`src/rtl/button_oneshot_array_if.sv`:
```
// ---------------------------------------------------------------------------
// button_oneshot_array_if
// Bundles the per-channel button inputs and the pulse/level/toggle outputs
// of button_oneshot_array.
//   buttons_n  raw asynchronous buttons, 0 = pressed
//   repeat_en  per-channel auto-repeat enable
//   pulse      one-cycle press/repeat pulse
//   held       debounced pressed level
//   toggle     flips on every pulse
// master: the side that owns the buttons (board / bench).
// slave : the one-shot block itself.
// ---------------------------------------------------------------------------
interface button_oneshot_array_if #(
    parameter int N_CH = 2
);
    logic [N_CH-1:0] buttons_n;
    logic [N_CH-1:0] repeat_en;
    logic [N_CH-1:0] pulse;
    logic [N_CH-1:0] held;
    logic [N_CH-1:0] toggle;

    modport master (
        output buttons_n,
        output repeat_en,
        input  pulse,
        input  held,
        input  toggle
    );

    modport slave (
        input  buttons_n,
        input  repeat_en,
        output pulse,
        output held,
        output toggle
    );
endinterface

```
`src/rtl/button_oneshot_array.sv`:
```
// ---------------------------------------------------------------------------
// button_oneshot_array
// N-channel push-button front end. Each channel synchronises an active-low
// button, debounces it, and emits one single-cycle pulse per press, with an
// optional auto-repeat while the button is held. A toggle bit per channel
// flips together with every pulse.
// Ports:
//   clk    system clock, all logic on posedge
//   rst_n  synchronous active-low reset
//   bus    button_oneshot_array_if.slave (buttons_n, repeat_en in;
//          pulse, held, toggle out, all outputs registered)
// ---------------------------------------------------------------------------
module button_oneshot_array #(
    parameter int N_CH            = 2,
    parameter int SYNC_STAGES     = 2,
    parameter int DEBOUNCE_CYCLES = 16,
    parameter int REPEAT_DELAY    = 8,
    parameter int REPEAT_PERIOD   = 3
) (
    input  logic                  clk,
    input  logic                  rst_n,
    button_oneshot_array_if.slave bus
);

    localparam int DB_W   = $clog2(DEBOUNCE_CYCLES + 1);
    localparam int RC_MAX = (REPEAT_DELAY > REPEAT_PERIOD) ? REPEAT_DELAY : REPEAT_PERIOD;
    localparam int RC_W   = $clog2(RC_MAX);

    localparam logic [DB_W-1:0] DB_LAST        = DB_W'(DEBOUNCE_CYCLES - 1);
    localparam logic [RC_W-1:0] RC_DELAY_LAST  = RC_W'(REPEAT_DELAY - 1);
    localparam logic [RC_W-1:0] RC_PERIOD_LAST = RC_W'(REPEAT_PERIOD - 1);

    typedef enum logic [1:0] {
        ST_IDLE    = 2'd0,
        ST_HOLD    = 2'd1,
        ST_REPEAT  = 2'd2,
        ST_RELEASE = 2'd3
    } state_t;

    logic [SYNC_STAGES-1:0] sync_r   [N_CH];
    logic [DB_W-1:0]        db_cnt_r [N_CH];
    logic [RC_W-1:0]        rc_r     [N_CH];
    state_t                 state_r  [N_CH];
    logic [N_CH-1:0]        stable_r;
    logic [N_CH-1:0]        pulse_r;
    logic [N_CH-1:0]        toggle_r;
    logic [N_CH-1:0]        sync_s;

    // Tap the last synchroniser flop of each channel (1 = pressed).
    always_comb begin
        sync_s = '0;
        for (int i = 0; i < N_CH; i++) begin
            sync_s[i] = sync_r[i][SYNC_STAGES-1];
        end
    end

    // Synchroniser chain and debounce: a new level must persist for
    // DEBOUNCE_CYCLES consecutive cycles before it becomes the stable level.
    always_ff @(posedge clk) begin
        if (!rst_n) begin
            for (int i = 0; i < N_CH; i++) begin
                sync_r[i]   <= '0;
                db_cnt_r[i] <= '0;
            end
            stable_r <= '0;
        end else begin
            for (int i = 0; i < N_CH; i++) begin
                sync_r[i] <= {sync_r[i][SYNC_STAGES-2:0], ~bus.buttons_n[i]};
                if (sync_s[i] != stable_r[i]) begin
                    if (db_cnt_r[i] == DB_LAST) begin
                        stable_r[i] <= sync_s[i];
                        db_cnt_r[i] <= '0;
                    end else begin
                        db_cnt_r[i] <= db_cnt_r[i] + DB_W'(1);
                    end
                end else begin
                    db_cnt_r[i] <= '0;
                end
            end
        end
    end

    // Per-channel press/repeat FSM with registered pulse and toggle.
    // Release is tested first so it wins over a repeat pulse in the same
    // cycle; RELEASE always returns to IDLE, giving a one-cycle rearm gap.
    always_ff @(posedge clk) begin
        if (!rst_n) begin
            for (int i = 0; i < N_CH; i++) begin
                state_r[i] <= ST_IDLE;
                rc_r[i]    <= '0;
            end
            pulse_r  <= '0;
            toggle_r <= '0;
        end else begin
            for (int i = 0; i < N_CH; i++) begin
                pulse_r[i] <= 1'b0;
                case (state_r[i])
                    ST_IDLE: begin
                        if (stable_r[i]) begin
                            state_r[i]  <= ST_HOLD;
                            pulse_r[i]  <= 1'b1;
                            toggle_r[i] <= ~toggle_r[i];
                            rc_r[i]     <= '0;
                        end else begin
                            state_r[i] <= ST_IDLE;
                        end
                    end
                    ST_HOLD: begin
                        if (!stable_r[i]) begin
                            state_r[i] <= ST_RELEASE;
                        end else if ((rc_r[i] == RC_DELAY_LAST) && bus.repeat_en[i]) begin
                            state_r[i]  <= ST_REPEAT;
                            pulse_r[i]  <= 1'b1;
                            toggle_r[i] <= ~toggle_r[i];
                            rc_r[i]     <= '0;
                        end else if (rc_r[i] != RC_DELAY_LAST) begin
                            rc_r[i] <= rc_r[i] + RC_W'(1);
                        end else begin
                            rc_r[i] <= rc_r[i];
                        end
                    end
                    ST_REPEAT: begin
                        if (!stable_r[i]) begin
                            state_r[i] <= ST_RELEASE;
                        end else if (!bus.repeat_en[i]) begin
                            // Park in HOLD already saturated so a later
                            // repeat_en rise pulses on the very next edge.
                            state_r[i] <= ST_HOLD;
                            rc_r[i]    <= RC_DELAY_LAST;
                        end else if (rc_r[i] == RC_PERIOD_LAST) begin
                            pulse_r[i]  <= 1'b1;
                            toggle_r[i] <= ~toggle_r[i];
                            rc_r[i]     <= '0;
                        end else begin
                            rc_r[i] <= rc_r[i] + RC_W'(1);
                        end
                    end
                    ST_RELEASE: begin
                        state_r[i] <= ST_IDLE;
                        rc_r[i]    <= '0;
                    end
                    default: begin
                        state_r[i] <= ST_IDLE;
                        rc_r[i]    <= '0;
                    end
                endcase
            end
        end
    end

    assign bus.pulse  = pulse_r;
    assign bus.held   = stable_r;
    assign bus.toggle = toggle_r;

endmodule
```
`src/flat_wrapper.sv`:
```
// flat-port wrapper written by rule: the top's interface ports become plain ports
module button_oneshot_array_flat 
#(
    parameter int N_CH            = 2,
    parameter int SYNC_STAGES     = 2,
    parameter int DEBOUNCE_CYCLES = 16,
    parameter int REPEAT_DELAY    = 8,
    parameter int REPEAT_PERIOD   = 3
)
  (clk, rst_n, bus_buttons_n, bus_repeat_en, bus_pulse, bus_held, bus_toggle);
  button_oneshot_array_if #(.N_CH(N_CH)) bus_i ();
  input  logic clk;
  input  logic rst_n;
  input wire logic [$bits(bus_i.buttons_n)-1:0] bus_buttons_n;
  input wire logic [$bits(bus_i.repeat_en)-1:0] bus_repeat_en;
  output wire logic [$bits(bus_i.pulse)-1:0] bus_pulse;
  output wire logic [$bits(bus_i.held)-1:0] bus_held;
  output wire logic [$bits(bus_i.toggle)-1:0] bus_toggle;
  assign bus_i.buttons_n = bus_buttons_n;
  assign bus_i.repeat_en = bus_repeat_en;
  assign bus_pulse = bus_i.pulse;
  assign bus_held = bus_i.held;
  assign bus_toggle = bus_i.toggle;
  button_oneshot_array #(.N_CH(N_CH), .SYNC_STAGES(SYNC_STAGES), .DEBOUNCE_CYCLES(DEBOUNCE_CYCLES), .REPEAT_DELAY(REPEAT_DELAY), .REPEAT_PERIOD(REPEAT_PERIOD)) u_core (.clk(clk), .rst_n(rst_n), .bus(bus_i));
endmodule
```
`config.mk`:
```
export PLATFORM = sky130hd
export DESIGN_NAME = button_oneshot_array_flat
export DESIGN_NICKNAME = d
export VERILOG_FILES = /design/src/rtl/button_oneshot_array_if.sv /design/src/rtl/button_oneshot_array.sv /design/src/flat_wrapper.sv
export SDC_FILE = /design/constraint.sdc
export NUM_CORES = 1
export LEC_CHECK = 0
export ABC_AREA = 1
export BUFFER_PORTS_ARGS = -buffer_cell sky130_fd_sc_hd__buf_2
export CAP_MARGIN = 20
export CORE_MARGIN = 4
export CORE_UTILIZATION = 59
export DETAILED_ROUTE_END_ITERATION = 8
export GPL_ROUTABILITY_DRIVEN = 0
export PLACE_DENSITY = 0.78
export SYNTH_ARGS = -nofsm -noshare
export SYNTH_HDL_FRONTEND = slang
export SYNTH_SLANG_ARGS = --single-unit
```
`constraint.sdc`:
```
create_clock -name clk -period 1.84 [get_ports clk]
set_input_delay 0.092 -clock clk [delete_from_list [all_inputs] [get_ports clk]]
set_output_delay 0.092 -clock clk [all_outputs]
set_load 0.05 [all_outputs]
```
==> summary.md <==
| Metric | Value |
|---|---|
| Status | `finished, final reports clean` |
| # fillers | `223` |
| Vias | `between 1,000 and 1,500` |
| Post-DRT Antenna Nets | `0` |
| Hold Crit Class | `input pin to flip-flop` |
| Hold Startpoint | `rst_n` |
| Req. time, crit path | `2.04 ns` |
| Antenna Cells | `0` |
| Worst setup SP type | `flip-flop` |
| Nets | `approximately 260` |
| Number of buffers added on ports | `11` |
| Reg-to-Reg End | `u_core.db_cnt_r[1][3]` |
| Lkg Pwr | `between 0.9 and 1 nW` |
| Worst path cell trace | `ha_1 > nand2_1 > nor2_1 > ha_1 > nor2_4 > nand3_2 > o21bai_1 > a21oi_2` |
| Share of layout cells above drive strength 1 | `0.1516` |
| Top cells by area, synth | `edfxtp_1 35%, dfxtp_1 12%, nand2_1 9.9%, nor2_1 9.3%, ha_1 7.2%` |
| Final setup fails | `0` |
| Drt drc | `0` |
| Area share of the largest cell type after synthesis | `0.3458` |
| Synth cell types | `29` |
| Starting density of the core | `0.6244` |
| Final hold violation count | `0` |
| Cell row count | `19` |
| Setup CP Type | `flip-flop to flip-flop` |
| Max-Cap Viols | `0` |
| Setup TNS | `0 ns` |
| Core footprint | `between 2000 and 3000 um2` |
| Prevailing post-synth register cell | `edfxtp_1` |
| Max Slew Vio Count | `0` |
| Cell Area, Placed | `between 1500 and 2000 um2` |
| Most common cell in the netlist | `nand2_1` |
| Seq/Total Area, Yosys | `0.4611` |
| Skew final | `just under 0.008 ns` |
| CTS tree | `done` |
| Vias in the first global route | `approximately 1,200` |
| Drt wl/cell | `between 10 and 15 um` |
| Die ar. | `3876 um2` |
| Worst r2r src | `u_core.db_cnt_r[1][0]` |
| 1st-pass router iterations | `4` |
| Clock Sinks | `30` |
| Most frequent cells after synthesis | `46 x nand2_1, 43 x nor2_1, 32 x inv_1` |
| EDFF count, synth | `20` |
| CTS H-tree lvls | `2` |
| Die extent in x | `slightly above 60 um` |
| Area grow syn2layout | `14.63%` |
| Hold Crit Depth | `3` |
| Post-Syn Area | `around 1700 um2` |
| Cells after Synth | `between 200 and 250` |
| Reg2Reg Depth | `8` |
| # IOs | `12` |
| Area leader, netlist | `edfxtp_1` |
| Postcts setup bufs | `0` |
| Synth Register Bits | `30` |
| Crit-path max FO | `5` |
| Final instance area | `roughly 2000 um2` |
| Avg Vias per Cell | `roughly 5` |
| Grt total ovfl | `0` |
| R2R Setup Slk | `roughly 0.17 ns` |
| Crit end category | `flip-flop` |
| Root Buffer | `clkbuf_4` |
| Total track usage | `0.1610` |
| Hold slack | `between 0.06 and 0.07 ns` |
| First-pass GRT wire length | `5009 um` |
| Largest net degree at the start of global routing | `12` |
| CTS max path bufs | `2` |
| Final min period | `about 1.7 ns` |
| Clock latency on the worst-skew pair | `approximately 0.34 ns` |
| Die Ht | `approximately 62 um` |
| Syn_area_per_cell | `8.115 um2` |
| Final Cycle Share | `0.9059` |
| VDD IR max | `771.0 uV` |
| 1st-iter DRT viols | `74` |
| Fmax achieved | `about 600 MHz` |
| RSZ-0062 raised after global routing | `no` |
| Final HPWL DP | `around 2000 um` |
| Yosys warnings | `0` |
| CP peak stage delay | `around 0.43 ns` |
| Num CTS Buffers | `5` |
| Final WL | `2803 um` |
| Critical path's slowest cell | `edfxtp_1` |
| Crit path arrival time | `approximately 1.9 ns` |
| Synth async-reset ratio | `0` |
| Most frequent CP cell | `ha_1` |
| CTS clk-pin slew, worst paths | `roughly 0.10 ns` |
| P per Cell Area | `around 980 nW/um2` |
| Worst Hold End | `u_core.sync_r[0][3]` |
| Initial antenna violation count | `0` |
## worst max-delay path by stage
stage,end,from,depth (start not counted),slack (ns)
4_1_cts,u_core.rc_r[0][2],u_core.rc_r[0][0],9,0.15
2_1_floorplan,u_core.rc_r[0][0],u_core.bus.held[0],9,0.10
5_1_grt,u_core.rc_r[0][2],u_core.rc_r[0][0],9,0.002
3_3_place_gp,u_core.db_cnt_r[1][3],u_core.db_cnt_r[1][0],8,0.20
3_5_place_dp,u_core.db_cnt_r[1][3],u_core.db_cnt_r[1][0],8,0.19
6_report,u_core.db_cnt_r[1][3],u_core.db_cnt_r[1][0],8,0.17
## stage by stage
step                      setup slack [ns]    util  instances  power (mW)
after global routing              0.001548  0.7157        275       2.068
after detailed placement            0.1865  0.6676        265       1.250
after global placement              0.1994  0.6676        265       1.248
after floorplan                     0.1015       -        223       1.173
after CTS                           0.1499  0.7148        275       1.957
final                               0.1731  0.7157        275       1.949
## cell type report
type / count / area, um2 / share of cell area
Timing Repair Buffer: 17 / 105.1 / 0.05280
Tap cell: 31 / 38.79 / 0.01948
Clock buffer: 6 / 51.30 / 0.02577
Sequential cell: 30 / 800.8 / 0.4023
Clock inverter: 2 / 60.06 / 0.03017
Multi-Input combinational cell: 156 / 810.8 / 0.4073
Inverter: 33 / 123.9 / 0.06223
## timing repair
item / in CTS / in global routing
gates resized for setup: 0 / 2
hold buffers: 2 / 0
endpoints found under the setup margin: 0 / 3
hold endpoints to repair: 2 / 0
## registers in the layout, summed over array words and instances, names as in the netlist
signal,cells
u_core.db_cnt_r,10
u_core.rc_r,6
u_core.state_r,4
u_core.sync_r,4
u_core.bus.held,2
u_core.bus.pulse,2
u_core.bus.toggle,2
## cell usage in the layout (no fill, tap or decap), types with 3 or more instances in the layout
master / instances
buf_2: 11
nand3_1: 18
nand2_1: 46
inv_1: 31
edfxtp_1: 20
clkbuf_4: 5
nand3_2: 3
buf_4: 4
a21oi_1: 4
dfxtp_1: 10
ha_1: 10
nor2_1: 42
conb_1: 10
o21ai_0: 4
## per-layer routing
layer	vias to the layer above	wire length, um	track usage
met1	580	1402	0.2063
met3	7	154	0.05586
met5	-	0	0
met4	0	70	0.07958
li1	735	-	-
met2	30	1174	0.2409
## kinds of logic (layout without fill, tap and decap cells)
logic type | Yosys count | after routing | share of synthesized area
AOI/OAI and AO/OA | 17 | 17 | 0.07421
buffers and inverters | 37 | 58 | 0.09294
adders and majority gates | 10 | 10 | 0.07205
and+or+nand+nor | 119 | 119 | 0.2976
other | 1 | 10 | 0.002159
DFF | 30 | 30 | 0.4611
## critical path: cells and delay by family, from the launching register on
| family | cells | cell delay, ns |
|---|---|---|
| adder cells (fa/ha/maj) | 2 | 0.46 |
| AO/OA/AOI/OAI | 2 | 0.28 |
| AND/OR/NAND/NOR | 4 | 0.36 |
| flip-flops | 1 | 0.43 |
## report_power, final
group	internal (mW)	switching [mW]
Combinational	0.125	0.239
Sequential	0.819	0.0640
Clock	0.460	0.242
No activity file was read; power rests on OpenSTA's default activity.
